[src/rtl/mat_addr_seq.sv]
// Address sequencer for the matrix-multiply datapath: walks i, j, k (k fastest)
// and emits A/B read addresses and the C address using adders only.
module mat_addr_seq #(
  parameter int ADDR_BITS = 7,
  parameter int M         = 8,
  parameter int K         = 8,
  parameter int N         = 8,
  parameter int A_BASE    = 0,
  parameter int B_BASE    = 0,
  parameter int C_BASE    = 0
) (
  input  logic                 clk,
  input  logic                 rst,
  input  logic                 start,
  input  logic                 b_colmajor,
  input  logic                 addr_ready,
  output logic                 addr_valid,
  output logic [ADDR_BITS-1:0] Dir_A,
  output logic [ADDR_BITS-1:0] Dir_B,
  output logic [ADDR_BITS-1:0] Dir_C,
  output logic                 acc_clr,
  output logic                 acc_last,
  output logic                 busy,
  output logic                 done
);

  localparam int IW = (M > 1) ? $clog2(M) : 1;
  localparam int JW = (N > 1) ? $clog2(N) : 1;
  localparam int KW = (K > 1) ? $clog2(K) : 1;

  localparam logic [ADDR_BITS-1:0] A0    = ADDR_BITS'(A_BASE);
  localparam logic [ADDR_BITS-1:0] B0    = ADDR_BITS'(B_BASE);
  localparam logic [ADDR_BITS-1:0] C0    = ADDR_BITS'(C_BASE);
  localparam logic [ADDR_BITS-1:0] KSTEP = ADDR_BITS'(K);
  localparam logic [ADDR_BITS-1:0] NSTEP = ADDR_BITS'(N);
  localparam logic [ADDR_BITS-1:0] ONE   = ADDR_BITS'(1);

  typedef enum logic [1:0] {IDLE, RUN, DONE} state_t;

  state_t state, state_nx;

  logic [IW-1:0]        i;
  logic [JW-1:0]        j;
  logic [KW-1:0]        k;
  logic                 bcol;
  logic [ADDR_BITS-1:0] a_row;    // A_BASE + i*K
  logic [ADDR_BITS-1:0] b_col0;   // address of B(k=0, j) in the latched layout
  logic [ADDR_BITS-1:0] a_row_nx;
  logic [ADDR_BITS-1:0] b_col0_nx;
  logic [ADDR_BITS-1:0] b_kstep;
  logic                 clr_q;
  logic                 last_q;
  logic                 xfer;
  logic                 k_end;
  logic                 j_end;
  logic                 i_end;

  assign xfer      = (state == RUN) && addr_ready;
  assign k_end     = (int'(k) == K - 1);
  assign j_end     = (int'(j) == N - 1);
  assign i_end     = (int'(i) == M - 1);
  assign a_row_nx  = a_row + KSTEP;
  assign b_col0_nx = b_col0 + (bcol ? KSTEP : ONE);
  assign b_kstep   = bcol ? ONE : NSTEP;

  always_ff @(posedge clk or negedge rst) begin
    if (!rst) state <= IDLE;
    else      state <= state_nx;
  end

  always_comb begin
    state_nx   = state;
    addr_valid = 1'b0;
    busy       = 1'b0;
    done       = 1'b0;
    case (state)
      IDLE: if (start) state_nx = RUN;
      RUN: begin
        addr_valid = 1'b1;
        busy       = 1'b1;
        if (xfer && k_end && j_end && i_end) state_nx = DONE;
      end
      DONE: begin
        busy     = 1'b1;
        done     = 1'b1;
        state_nx = IDLE;
      end
      default: state_nx = IDLE;
    endcase
    acc_clr  = clr_q & addr_valid;
    acc_last = last_q & addr_valid;
  end

  // Final transfer leaves every address untouched so the last beat stays visible.
  always_ff @(posedge clk or negedge rst) begin
    if (!rst) begin
      i      <= '0;
      j      <= '0;
      k      <= '0;
      bcol   <= 1'b0;
      a_row  <= '0;
      b_col0 <= '0;
      Dir_A  <= '0;
      Dir_B  <= '0;
      Dir_C  <= '0;
      clr_q  <= 1'b0;
      last_q <= 1'b0;
    end else if (state == IDLE && start) begin
      i      <= '0;
      j      <= '0;
      k      <= '0;
      bcol   <= b_colmajor;
      a_row  <= A0;
      b_col0 <= B0;
      Dir_A  <= A0;
      Dir_B  <= B0;
      Dir_C  <= C0;
      clr_q  <= 1'b1;
      last_q <= (K == 1);
    end else if (xfer && !(k_end && j_end && i_end)) begin
      if (!k_end) begin
        k      <= k + KW'(1);
        Dir_A  <= Dir_A + ONE;
        Dir_B  <= Dir_B + b_kstep;
        clr_q  <= 1'b0;
        last_q <= (int'(k) == K - 2);
      end else begin
        k      <= '0;
        clr_q  <= 1'b1;
        last_q <= (K == 1);
        Dir_C  <= Dir_C + ONE;
        if (!j_end) begin
          j      <= j + JW'(1);
          Dir_A  <= a_row;
          b_col0 <= b_col0_nx;
          Dir_B  <= b_col0_nx;
        end else begin
          j      <= '0;
          i      <= i + IW'(1);
          a_row  <= a_row_nx;
          Dir_A  <= a_row_nx;
          b_col0 <= B0;
          Dir_B  <= B0;
        end
      end
    end
  end

endmodule

[config.mk]
export PLATFORM = sky130hd
export DESIGN_NAME = mat_addr_seq
export DESIGN_NICKNAME = d
export VERILOG_FILES = /design/src/rtl/mat_addr_seq.sv
export SDC_FILE = /design/constraint.sdc
export NUM_CORES = 1
export LEC_CHECK = 0
export CORE_MARGIN = 2
export CORE_UTILIZATION = 51
export DETAILED_ROUTE_END_ITERATION = 16
export PLACE_DENSITY_LB_ADDON = 0.12
export SETUP_SLACK_MARGIN = 0.2
export SLEW_MARGIN = 15
export SYNTH_ARGS = -nofsm -noshare
export SYNTH_HDL_FRONTEND = slang
export SYNTH_SLANG_ARGS = --single-unit
[constraint.sdc]
create_clock -name clk -period 1.9 [get_ports clk]
set_input_delay 0.38 -clock clk [delete_from_list [all_inputs] [get_ports clk]]
set_output_delay 0.38 -clock clk [all_outputs]
set_load 0.03 [all_outputs]
==> impl_summary.md, run 1 <==
Global route
The number of antenna violations at the first check in global routing is 0. Global routing used 45.4% of the available met2 tracks. The first global-routing pass estimated 12.2 mm of wire.

met2 is the most crowded layer. Global routing consumed, over all layers together, 25.9% of the routing resources. The met1 track utilization from global routing is 33.2%. The leftover overflow at the end of global routing is 0. The via count of the first global-routing pass is 2,482. The pin count of the biggest net entering global routing is 30.

In the global route stage, met3 resource usage came out at 3.88%.

Synth
By area, the combinational part of the netlist is dominated by simple AND/OR/NAND/NOR gates. The flip-flop cell with the highest count after synthesis is sky130_fd_sc_hd__dfrtp_1. In the post-synthesis netlist, the biggest area contributors are sky130_fd_sc_hd__dfrtp_1 43%, sky130_fd_sc_hd__ha_1 9.7%, sky130_fd_sc_hd__nand2_1 5.4%. After synthesis, flip-flops and latches occupy 42.6% of the total area.

Summed over all instances, the cell type with the most area after synthesis is sky130_fd_sc_hd__dfrtp_1. The multiplexer fraction of the synthesized cell area is 3.84%. The total nets after synthesis is 310. The top cell type by area accounts for 42.6% of the synthesized area. Yosys mapped the design onto 47 distinct sky130hd cell types. The number of cells produced by synthesis is 284. The average instance in the mapped netlist occupies 9.52 sq um.

The number of flops mapped to enable cells by yosys is 0. The synthesized netlist devotes 5.18% of its cell area to XOR and XNOR gates. The compound-cell area share of the yosys netlist is 13.8%. After synthesis the netlist holds a flip-flop and latch count of 46. The area share of fa/ha/maj cells after synthesis is 9.72%.

After Yosys synthesis, and, or, nand and nor cells account for 22.3% of the synthesized area. The synthesized area is 0.00270 sq mm. During synthesis, Yosys emitted a total of 0 warnings. In the synthesized netlist the async set-or-reset flop fraction comes to 100%.

Timing
The hold violation count in the final report is 0. The setup clock skew after layout is 0.00887 ns. Headroom to the max-slew limit came out at 62.0%. The clock period could shrink to 1.87 ns.

Across all hold checks on the routed design, the worst slack comes to 0.0536 ns. At the pin with the least slew margin, the transition time is 0.570 ns. For this run, the top clock speed supported by timing is 534 MHz.

The final critical path takes up 98.5% of the cycle. Setup violations remaining at the end of the flow were counted as 0. The count of pins over their slew limit is 0.

Setup repair after global routing could not meet its margin everywhere.

Finish
The area growth from synthesis to layout is 61.1%. The antenna diode instance count is 0. In the final design database the tool counted 416 nets.

The final instance area is 0.00436 sq mm. Cells with a size suffix above 1 make up 43.7% of the layout.

Worst setup path
The setup slack of the worst register-to-register path is 0.03 ns. The worst register-to-register path ends at Dir_B[6]$_DFFE_PN0P_. The largest fanout of any net on the critical path is 3. The number of cells on the worst reg-to-reg path is 7. The critical path is of the reg -> reg type. The critical path endpoint category is a flip-flop.

The launching element type of the critical path is a flip-flop. At the worst endpoint, the required time is 2.14 ns. The worst reg2reg path startpoint is bcol$_DFFE_PN0N_. Data on the critical path arrives at its endpoint at 2.12 ns.

CTS
The TritonCTS clock tree is built. For the worst-skew pair, the clock arrives at the later sink with an insertion delay of 0.31 ns. The buffer cell driving the clock tree root is sky130_fd_sc_hd__clkbuf_8.

The H-tree depth is 2. The number of sinks on the clock net is 46. The CTS clock-pin slew for the worst setup and hold paths is 0.09 ns. Buffers inserted to repair hold after CTS numbered 0. In this run the deepest clock path goes through 2 buffers. In this run, CTS created clock tree buffers numbering 5.

Power and ir drop
The worst-case vdd ir drop is 1.47 mV. In this run the static leakage power is 0.00198 uW. Power spread over the standard cell area amounts to 1050 mW/mm^2.

Place
After detailed placement, the total cell area comes to 0.00345 sq mm. The half-perimeter wire length of the detailed placement result is 4.94 mm. Routability-driven placement finished with a final weighted congestion of 0.817. Input and output buffers added on the ports amount to 30.

Drt
The total via count in the routed design is 2,668. The number of remaining DRC errors is 0. The remaining antenna violation count after routing is 0. The first-pass detailed-route iteration total is 4.

After detailed routing, the average wire length per cell comes to 18.6 um. The detailed router finished its first iteration with 158 violations. Dividing the detail-routed via count by the number of cells gives 5.79.

The total wirelength of the detailed-routed design is 8.60 mm.

Status
The flow ran to the end, and the final reports show no timing, DRC or antenna violations.

Floorplanning
Once the floorplan was initialized, standard cells occupied 52.9% of the core. The y dimension of the die is 76.8 um. During I/O placement, the number of pins put on the boundary was 31. The region available for standard cell placement spans 0.00511 sq mm.

The die covers 0.00590 sq mm. Row generation in the floorplan step produced 26 rows. The floorplan die width is 76.8 um.

Job
The number of max-capacitance violations reported is 0.

Min path
The class of the tightest hold or removal check is in -> async.
## placed cells by master, fill, tap and decap left out, types with 5 or more instances in the layout
cell type                       count
sky130_fd_sc_hd__a21oi_1           12
sky130_fd_sc_hd__a21oi_2            5
sky130_fd_sc_hd__a31oi_1            5
sky130_fd_sc_hd__buf_4             56
sky130_fd_sc_hd__buf_6             23
sky130_fd_sc_hd__clkbuf_8           6
sky130_fd_sc_hd__dfrtp_1           40
sky130_fd_sc_hd__dfrtp_2            6
sky130_fd_sc_hd__dlygate4sd2_1     20
sky130_fd_sc_hd__ha_1               7
sky130_fd_sc_hd__ha_4              10
sky130_fd_sc_hd__mux2i_1            6
sky130_fd_sc_hd__nand2_1           34
sky130_fd_sc_hd__nand3_1            6
sky130_fd_sc_hd__nor2_1            20
sky130_fd_sc_hd__xnor2_1            9
## flip-flops by register name, summed over array words and instances, names as in the netlist
register	flops
bcol	1
last_q	1
Dir_A	7
a_row	4
b_col0	7
i	3
clr_q	1
Dir_B	7
k	3
Dir_C	7
state	2
j	3
## area by class of cell
cell class	count	area, sq um
sequential	46	1160
clock buffer	7	86.3
tap	70	87.6
multi-input combinational	220	1990
timing repair buffer	112	1010
inverter	5	18.8
clock inverter	1	5.00
fill	278	752
## power breakdown
group | switching (uW) | leakage, uW | total [uW] | internal (uW)
registers | 247 | 0.000594 | 1410 | 1160
logic | 1330 | 0.00133 | 2510 | 1180
clock network | 340 | 0.0000482 | 634 | 294
total | 1910 | 0.00198 | 4550 | 2640
## layer usage
layer	vias up	share of wire, %
met5	-	0
met4	0	3.1
met3	25	4.1
met2	90	52
met1	1326	41
li1	1227	-
## synthesized netlist by cell type (3+ instances only)
cell type / number
sky130_fd_sc_hd__nand2_1: 39
sky130_fd_sc_hd__xor2_1: 4
sky130_fd_sc_hd__a22oi_1: 4
sky130_fd_sc_hd__nor3_1: 6
sky130_fd_sc_hd__a31oi_1: 6
sky130_fd_sc_hd__or4_1: 5
sky130_fd_sc_hd__ha_1: 21
sky130_fd_sc_hd__nor2_1: 21
sky130_fd_sc_hd__xnor2_1: 12
sky130_fd_sc_hd__or3_1: 5
sky130_fd_sc_hd__o21ai_1: 6
sky130_fd_sc_hd__dfrtp_1: 46
sky130_fd_sc_hd__nand3_1: 9
sky130_fd_sc_hd__inv_1: 5
sky130_fd_sc_hd__nor2b_1: 5
sky130_fd_sc_hd__clkbuf_1: 10
sky130_fd_sc_hd__a41o_1: 3
sky130_fd_sc_hd__mux2i_1: 7
sky130_fd_sc_hd__a21oi_1: 18
sky130_fd_sc_hd__a21o_1: 4
sky130_fd_sc_hd__nor4b_1: 3
sky130_fd_sc_hd__and2_1: 6
sky130_fd_sc_hd__mux2_1: 3
sky130_fd_sc_hd__and3_1: 4
## repair_timing
action | in CTS | in global routing
endpoints found under the hold margin | 0 | 0
pin swaps | 13 | 43
setup endpoints to repair | 55 | 43
cloned | 0 | 1
setup buffers | 22 | 20
gates resized for setup | 73 | 82
## how the worst max path moves through the flow
stage	startpoint	cells after the start	to
2_1_floorplan	i[0]$_DFFE_PN0P_	7	Dir_A[3]$_DFFE_PN0P_
3_3_place_gp	addr_ready	6	Dir_B[6]$_DFFE_PN0P_
3_5_place_dp	addr_ready	5	b_col0[6]$_DFFE_PN0P_
4_1_cts	Dir_A[4]$_DFFE_PN0P_	1	Dir_A[4]
5_1_grt	bcol$_DFFE_PN0N_	7	Dir_B[6]$_DFFE_PN0P_
6_report	bcol$_DFFE_PN0N_	7	Dir_B[6]$_DFFE_PN0P_
## metrics by stage
stage          util (%)  power [uW]  cells  worst slack (ns)  TNS [ns]
6_report           85.3        4550    461            0.0279         0
5_1_grt            85.3        4780    461           -0.0233   -0.0233
4_1_cts            74.7        3980    440            0.0393         0
3_5_place_dp       67.6        3260    410            -0.121    -0.928
3_3_place_gp       67.6        3220    410           -0.0465    -0.277
2_1_floorplan         -        2530    284            0.0793         0
## logic make-up (layout without fill, tap and decap cells)
| kind of cell | count (synthesis) | after routing |
|---|---|---|
| muxes | 10 | 10 |
| DFF | 46 | 46 |
| and+or+nand+nor | 119 | 119 |
| AOI/OAI and AO/OA | 54 | 54 |
| xor gates and xnor gates | 16 | 16 |
| buffers and inverters | 18 | 125 |
| adders and majority gates | 21 | 21 |
## worst max-delay path, cell delays in order (launching register included)
cell	delay, ns
sky130_fd_sc_hd__dfrtp_2	0.45
sky130_fd_sc_hd__inv_2	0.09
sky130_fd_sc_hd__ha_4	0.15
sky130_fd_sc_hd__ha_4	0.14
sky130_fd_sc_hd__a31oi_4	0.12
sky130_fd_sc_hd__or3_4	0.40
sky130_fd_sc_hd__a2111oi_4	0.29
sky130_fd_sc_hd__a311o_1	0.17
Note: power is estimated with default switching activity, not from simulation.
==> run 2, diff against run 1 <==
Settings changed: CORE_MARGIN 2 to not set, CTS_CLUSTER_DIAMETER set to 40.
==> run 2 against run 1 <==
Against the previous run:
- largest power group unchanged
- global-route usage increased by 0.72 points
- sequential power about the same
- critical path depth unchanged
- clock skew increased by 0.00065 ns
- non-clock buffer count decreased by 8
==> impl_summary.md, run 2 (same netlist as run 1, synthesis figures left out) <==
Floorplanning
The floorplan die width is 74.8 um (-2.6%). The starting density of the core came to 52.9% (unchanged). The site row count is 26 (unchanged).

The total die area is 0.00560 sq mm (-5.1%). The top-level I/O count was 31 (unchanged). The y dimension of the die was 74.8 um (-2.6%). The area of the core is 0.00511 sq mm (unchanged).

CTS
The CTS clock-pin slew for the worst setup and hold paths is 0.09 ns (about the same). The CTS buffer count is 5 (unchanged). The number of sinks on the clock net is 46 (unchanged).

TritonCTS built the clock tree. The worst-skew pair later-pin latency is 0.30 ns (about the same). The tree is rooted in a sky130_fd_sc_hd__clkbuf_8.

The deepest clock path buffer count is 2 (unchanged). The H-tree depth was 2 (unchanged).

Finish
Leaving out fill and tap cells, the most frequent cells in the layout are 50 x sky130_fd_sc_hd__buf_4, 40 x sky130_fd_sc_hd__dfrtp_1, 34 x sky130_fd_sc_hd__nand2_1, 26 x sky130_fd_sc_hd__buf_6, 21 x sky130_fd_sc_hd__dlygate4sd2_1. The library cell used most frequently in the layout, excluding fill and tap cells, is sky130_fd_sc_hd__buf_4. The ratio of cells with drive above 1 in the final layout is 41.5% (-2.2 points).

The antenna diode instance count is 0 (unchanged). The total of fill cells in the finished design is 292 (+5.0%). The final instance area was 0.00424 sq mm (-2.7%). Relative to the synthesized area, the layout overhead comes to 56.7%. The post-layout instance count excluding filler cells is 453 (-1.7%). The post-layout net count is 408 (-1.9%).

Drt
The total via count in the routed design is 2,595 (-2.7%). The remaining antenna violation count after routing came to 0 (unchanged). The DRC marker count from the first detailed-route iteration is 193 (+22%). The number of remaining DRC errors was 0 (unchanged).

The number of vias per cell is 5.73 (-1.0%). The first-pass detailed-route iteration total is 4 (unchanged). The total wirelength of the detailed-routed design is 8.33 mm (-3.1%).

The final routed wire length divided by cell count is 18.4 um (-1.4%).

Worst setup path
The critical setup path kind is reg -> reg. The largest incremental delay on the critical path is 0.46 ns (about the same). STA classifies the critical path startpoint as a flip-flop. Walking the worst path, the cells encountered are inv_2 > ha_4 > ha_4 > a31oi_4 > or3_1 > a2111oi_2 > a311o_1. The critical path endpoint category is a flip-flop.

The critical path data required time was 2.14 ns (about the same). The largest fanout of any net on the critical path is 3 (unchanged). The worst reg2reg path startpoint is bcol$_DFFE_PN0N_. The largest individual stage delay along the critical path comes from the cell sky130_fd_sc_hd__dfrtp_2. Tracing the worst setup path back leads to its startpoint at bcol$_DFFE_PN0N_. The arrival time at the worst endpoint came to 2.10 ns (-0.02 ns). Among the stages of the critical path, the cell type that occurs most often is sky130_fd_sc_hd__ha_4.

Global route
The wire length of the first global-routing pass is 11.1 mm (-9.2%). The number of antenna violations at the first check in global routing came to 0 (unchanged). The overall global routing resource usage is 26.7% (+0.72 points). The leftover overflow at the end of global routing was 0 (unchanged).

The pin count of the biggest net entering global routing is 24 (-20%). The via count of the first global-routing pass was 2,306 (-7.1%).

Power and ir drop
The leakage power total is 0.00191 uW (-3.2%). The clock power share came to 16.4% (+2.5 points). The part of the total power dissipated in sequential elements is 30.9% (about the same). The switching power is 1860 uW (-2.9%). The internal power consumption was 2680 uW (+1.5%). The logic gate share of total power is 52.7% (-2.4 points). The switching share of power was 40.9% (-1.1 points). The power density relative to cell area was 1070 mW/mm^2 (+2.5%).

The worst-case vdd ir drop is 1.06 mV (-28%).

Timing
The highest achievable clock rate was 540 MHz (+1.0%). The minimum period implied by the final worst setup slack is 1.85 ns (-0.0189 ns). Setup repair after global routing could not meet its margin everywhere. The final clock period utilization by the worst path is 97.5% (-0.99 points).

The setup clock skew after layout is 0.00952 ns (+0.000647 ns). The hold violation count in the final report is 0 (unchanged). The worst-case hold slack is 0.0560 ns (+0.00241 ns). The count of pins over their slew limit is 0 (unchanged). The relative max-transition margin is 62.7% (+0.71 points). The transition at the pin with the smallest max-transition slack is 0.559 ns (-0.0106 ns).

The count of final setup violators is 0 (unchanged).

Place
The half-perimeter wire length of the detailed placement result was 4.93 mm (about the same). The number of cells in the design after placement is 408 (-0.49%). The number of port buffers came to 30 (unchanged). The post-placement cell area was 0.00342 sq mm (-0.87%). The routability congestion estimate from global placement is 0.811 (-0.69%).

Status
The run finished with clean final reports.

Min path
The class of the tightest hold or removal check is in -> async.

Job
The number of max-capacitance violations reported is 0 (unchanged).
run 2: path summary, 6_finish.rpt:
check / endpoint / slack (ns) / cells after the start
worst min register to register: clr_q$_DFFE_PN0P_ / 0.50 / 1
worst min-delay path: b_col0[1]$_DFFE_PN0P_ / 0.06 / 1
worst max register to register: Dir_B[6]$_DFFE_PN0P_ / 0.05 / 7
worst max-delay path: Dir_B[6]$_DFFE_PN0P_ / 0.05 / 7
min in group clk: clr_q$_DFFE_PN0P_ / 0.50 / 1
max in group asynchronous: state[0]$_DFFE_PN0P_ / 1.23 / 2
run 2: routing by layer:
metal | track usage [%] | share of wire [%]
met1 | 34.5 | 42
met2 | 46.5 | 52
met3 | 4.28 | 2.9
met4 | 6.71 | 2.5
met5 | 0 | 0
run 2: per-stage QoR:
step                      TNS (ns)  worst slack, ns  util (%)  power, uW
after floorplan                  0           0.0793         -       2530
after global placement      -0.483          -0.0884      67.1       3200
after detailed placement    -0.753           -0.111      67.1       3250
after CTS                        0           0.0737      72.9       4100
after global routing       -0.0362          -0.0362      82.9       4770
final                            0           0.0468      82.9       4540
run 2: worst max-delay path: cells and delay by family (launching register included):
kind                       cells  cell delay [ns]
AOI/OAI and AO/OA              3             0.60
adders and majority gates      2             0.29
buffers and inverters          1             0.10
DFF                            1             0.46
and+or+nand+nor                1             0.35
run 2: timing repair:
item | 4_1_cts | 5_1_grt
resized for setup | 68 | 77
hold buffers | 0 | 0
buffers inserted | 12 | 25
setup endpoints to repair | 55 | 32
pin swaps | 16 | 54
run 2: layout make-up:
type / count / area (sq um) / area share, %
clock inverters: 1 / 30.0 / 0.709
well taps: 70 / 87.6 / 2.07
flip-flops and latches: 46 / 1160 / 27.3
repair buffers: 104 / 935 / 22.1
multi-input cells: 220 / 1930 / 45.6
clock buffers: 7 / 76.3 / 1.80
inverters: 5 / 18.8 / 0.443
run 2: power groups by stage:
stage / clock (uW) / combinational, uW / sequential (uW)
2_1_floorplan: 0 / 954 / 1580
3_3_place_gp: 0 / 1810 / 1390
3_5_place_dp: 0 / 1850 / 1400
4_1_cts: 740 / 1980 / 1380
5_1_grt: 785 / 2560 / 1430
6_report: 746 / 2390 / 1400
==> run 3, diff against run 2 <==
Settings changed: REMOVE_ABC_BUFFERS set to 1.
==> run 3 against run 2 <==
Against the previous run:
- global-route usage down 1.0 points
- total power down 8.4%
- count of clock-buffer cells in the layout decreased by 2
- critical path type unchanged
==> impl_summary.md, run 3 (same netlist as run 1, synthesis figures left out) <==
CTS
The H-tree depth was 2 (unchanged). The CTS clock-pin slew for the worst setup and hold paths came to 0.09 ns (about the same). The number of sinks on the clock net came to 46 (unchanged). The root buffer cell chosen for the clock tree is sky130_fd_sc_hd__clkbuf_8. The deepest clock path buffer count is 2 (unchanged). The worst-skew pair later-pin latency came to 0.31 ns (about the same).

The CTS buffer count is 5 (unchanged). The TritonCTS clock tree is built. The number of buffers added to fix hold violations after cts was 0 (unchanged).

Finish
The ratio of cells with drive above 1 in the final layout is 35.0% (-6.5 points). The post-layout net count is 397 (-2.7%). The total of fill cells in the finished design is 346 (+18%). The library cells used most frequently in the layout, excluding fill and tap cells, are 51 x sky130_fd_sc_hd__buf_4, 45 x sky130_fd_sc_hd__dfrtp_1, 34 x sky130_fd_sc_hd__nand2_1, 21 x sky130_fd_sc_hd__nor2_1, 21 x sky130_fd_sc_hd__dlygate4sd2_1.

The utilization of the core after routing is 77.2% (-5.8 points). The layout overhead on the synthesized area is 45.8%. The antenna diode instance count is 0 (unchanged). The leading cell type in the layout, fill and taps excluded is sky130_fd_sc_hd__buf_4.

Worst setup path
The critical path is of the reg -> reg type. Walking the worst path, the cells encountered are ha_2 > ha_4 > and3_4 > or4_1 > a21o_1 > a21oi_2. The number of buffers and inverters on the critical path was 0 (-1). The slowest stage cell on the critical path is sky130_fd_sc_hd__or4_1. The worst reg2reg path startpoint is k[1]$_DFFE_PN0P_.

The arrival time at the worst endpoint is 2.05 ns (-0.05 ns). The startpoint of the worst setup timing path is k[1]$_DFFE_PN0P_. STA classifies the critical path startpoint as a flip-flop. The worst setup path is captured at a flip-flop. Grouping stages by cell kind, the critical path spends the most delay in simple AND/OR/NAND/NOR gates. The critical path data required time was 2.14 ns (about the same).

The capture instance of the worst register-to-register path is Dir_A[4]$_DFFE_PN0P_. The largest incremental delay on the critical path was 0.47 ns (about the same). The setup slack of the worst register-to-register path is 0.09 ns (+0.04 ns). The critical path ends at Dir_A[4]$_DFFE_PN0P_. The logic depth of the worst path, buffers included is 6 (-1).

The largest fanout of any net on the critical path came to 5 (+2). The depth of the worst register-to-register path is 6 (-1).

Status
The flow ran to the end, and the final reports show no timing, DRC or antenna violations.

Place
The half-perimeter wire length of the detailed placement result was 4.64 mm (-6.0%). The routability congestion estimate from global placement is 0.806 (-0.68%). The number of port buffers is 30 (unchanged).

Timing
The relative max-transition margin is 66.8% (+4.1 points). The count of pins over their slew limit is 0 (unchanged). Setup repair after global routing could not meet its margin everywhere. The count of final setup violators is 0 (unchanged).

The setup clock skew after layout is 0.00811 ns (-0.00141 ns). The minimum period implied by the final worst setup slack is 1.81 ns (-0.0422 ns). The highest achievable clock rate was 552 MHz (+2.3%). The transition at the pin with the smallest max-transition slack is 0.498 ns (-0.0614 ns). The hold violation count in the final report came to 0 (unchanged). The final clock period utilization by the worst path is 95.3% (-2.2 points).

Global route
The wire length of the first global-routing pass is 10.8 mm (-2.5%). The via count of the first global-routing pass was 2,274 (-1.4%). The number of antenna violations at the first check in global routing is 0 (unchanged).

The leftover overflow at the end of global routing is 0 (unchanged). The overall global routing resource usage was 25.6% (-1.0 points). The pin count of the biggest net entering global routing is 28 (+17%).

Job
The number of max-capacitance violations reported is 0 (unchanged).

Floorplanning
The site row count was 26 (unchanged). The area of the core is 0.00511 sq mm (unchanged). The total die area was 0.00560 sq mm (unchanged).

The floorplan die width was 74.8 um (unchanged). The y dimension of the die is 74.8 um (unchanged). The starting density of the core is 52.9% (unchanged). The top-level I/O count is 31 (unchanged).

Power and ir drop
The worst-case vdd ir drop was 0.843 mV (-20%). The internal power consumption is 2400 uW (-10%). The switching share of power is 42.2% (+1.2 points). The leakage power total came to 0.00183 uW (-4.4%). The overall power is 4160 uW (-8.4%). The switching power was 1750 uW (-5.7%). The logic gate share of total power is 52.7% (about the same). The power density relative to cell area was 1050 mW/mm^2 (-1.6%). The clock power share is 14.3% (-2.1 points). The part of the total power dissipated in sequential elements came to 33.0% (+2.1 points).

Drt
The total via count in the routed design was 2,480 (-4.4%). The number of remaining DRC errors came to 0 (unchanged). The DRC marker count from the first detailed-route iteration is 148 (-23%). The remaining antenna violation count after routing is 0 (unchanged). The final routed wire length divided by cell count was 16.4 um (-11%).

The total wirelength of the detailed-routed design is 7.24 mm (-13%). The first-pass detailed-route iteration total is 4 (unchanged). The number of vias per cell was 5.62 (-1.8%).

Min path
The min-delay analysis places its worst path in the category in -> async.
==> run 3: metal layers <==
metal,track usage (%),up-vias,routed length [um]
met3,3.61,9,191
met1,35.2,1227,3350
li1,-,1193,-
met2,42.3,51,3620
met4,7.34,0,83
met5,0,-,0
==> run 3: cell type report <==
cell class | count | area (sq um) | area share, %
Timing Repair Buffer | 93 | 792 | 20.1
Sequential cell | 46 | 1150 | 29.2
Clock buffer | 5 | 68.8 | 1.75
Clock inverter | 2 | 10.0 | 0.254
Inverter | 5 | 18.8 | 0.476
Multi-Input combinational cell | 220 | 1810 | 46.0
Tap cell | 70 | 87.6 | 2.22
==> run 3: power groups by stage <==
stage	Clock (uW)	Combinational [uW]	Sequential [uW]
3_3_place_gp	0	1810	1350
3_5_place_dp	0	1850	1360
4_1_cts	593	2010	1350
5_1_grt	631	2380	1400
2_1_floorplan	0	865	1550
6_report	593	2190	1370
==> run 3: worst min-delay path by stage <==
stage,end,slack [ns],cells past startpoint
finish,Dir_A[4]$_DFFE_PN0P_,0.03,1
global route,Dir_A[4]$_DFFE_PN0P_,0.07,1
CTS,Dir_A[4]$_DFFE_PN0P_,0.05,1
detailed placement,Dir_A[1]$_DFFE_PN0P_,0.37,1
global placement,Dir_A[1]$_DFFE_PN0P_,0.38,1
floorplan,Dir_A[0]$_DFFE_PN0P_,0.08,0
==> run 3: through the flow <==
step           setup WS [ns]  setup TNS, ns  cells  hold WS, ns  area, sq um
6_report              0.0890              0    441       0.0261         3940
5_1_grt               0.0367              0    441       0.0669         3940
4_1_cts               0.0993              0    434       0.0479         3720
3_5_place_dp          -0.103          -1.08    416        0.375         3380
3_3_place_gp         -0.0752         -0.607    416        0.375         3380
2_1_floorplan         -0.255          -2.36    271       0.0844         2650
==> run 3: repair_timing <==
| item | 4_1_cts | 5_1_grt |
|---|---|---|
| cloned | 0 | 0 |
| pin swaps | 16 | 17 |
| buffers inserted | 11 | 7 |
| endpoints found under the setup margin | 66 | 41 |
| gates resized for setup | 75 | 40 |
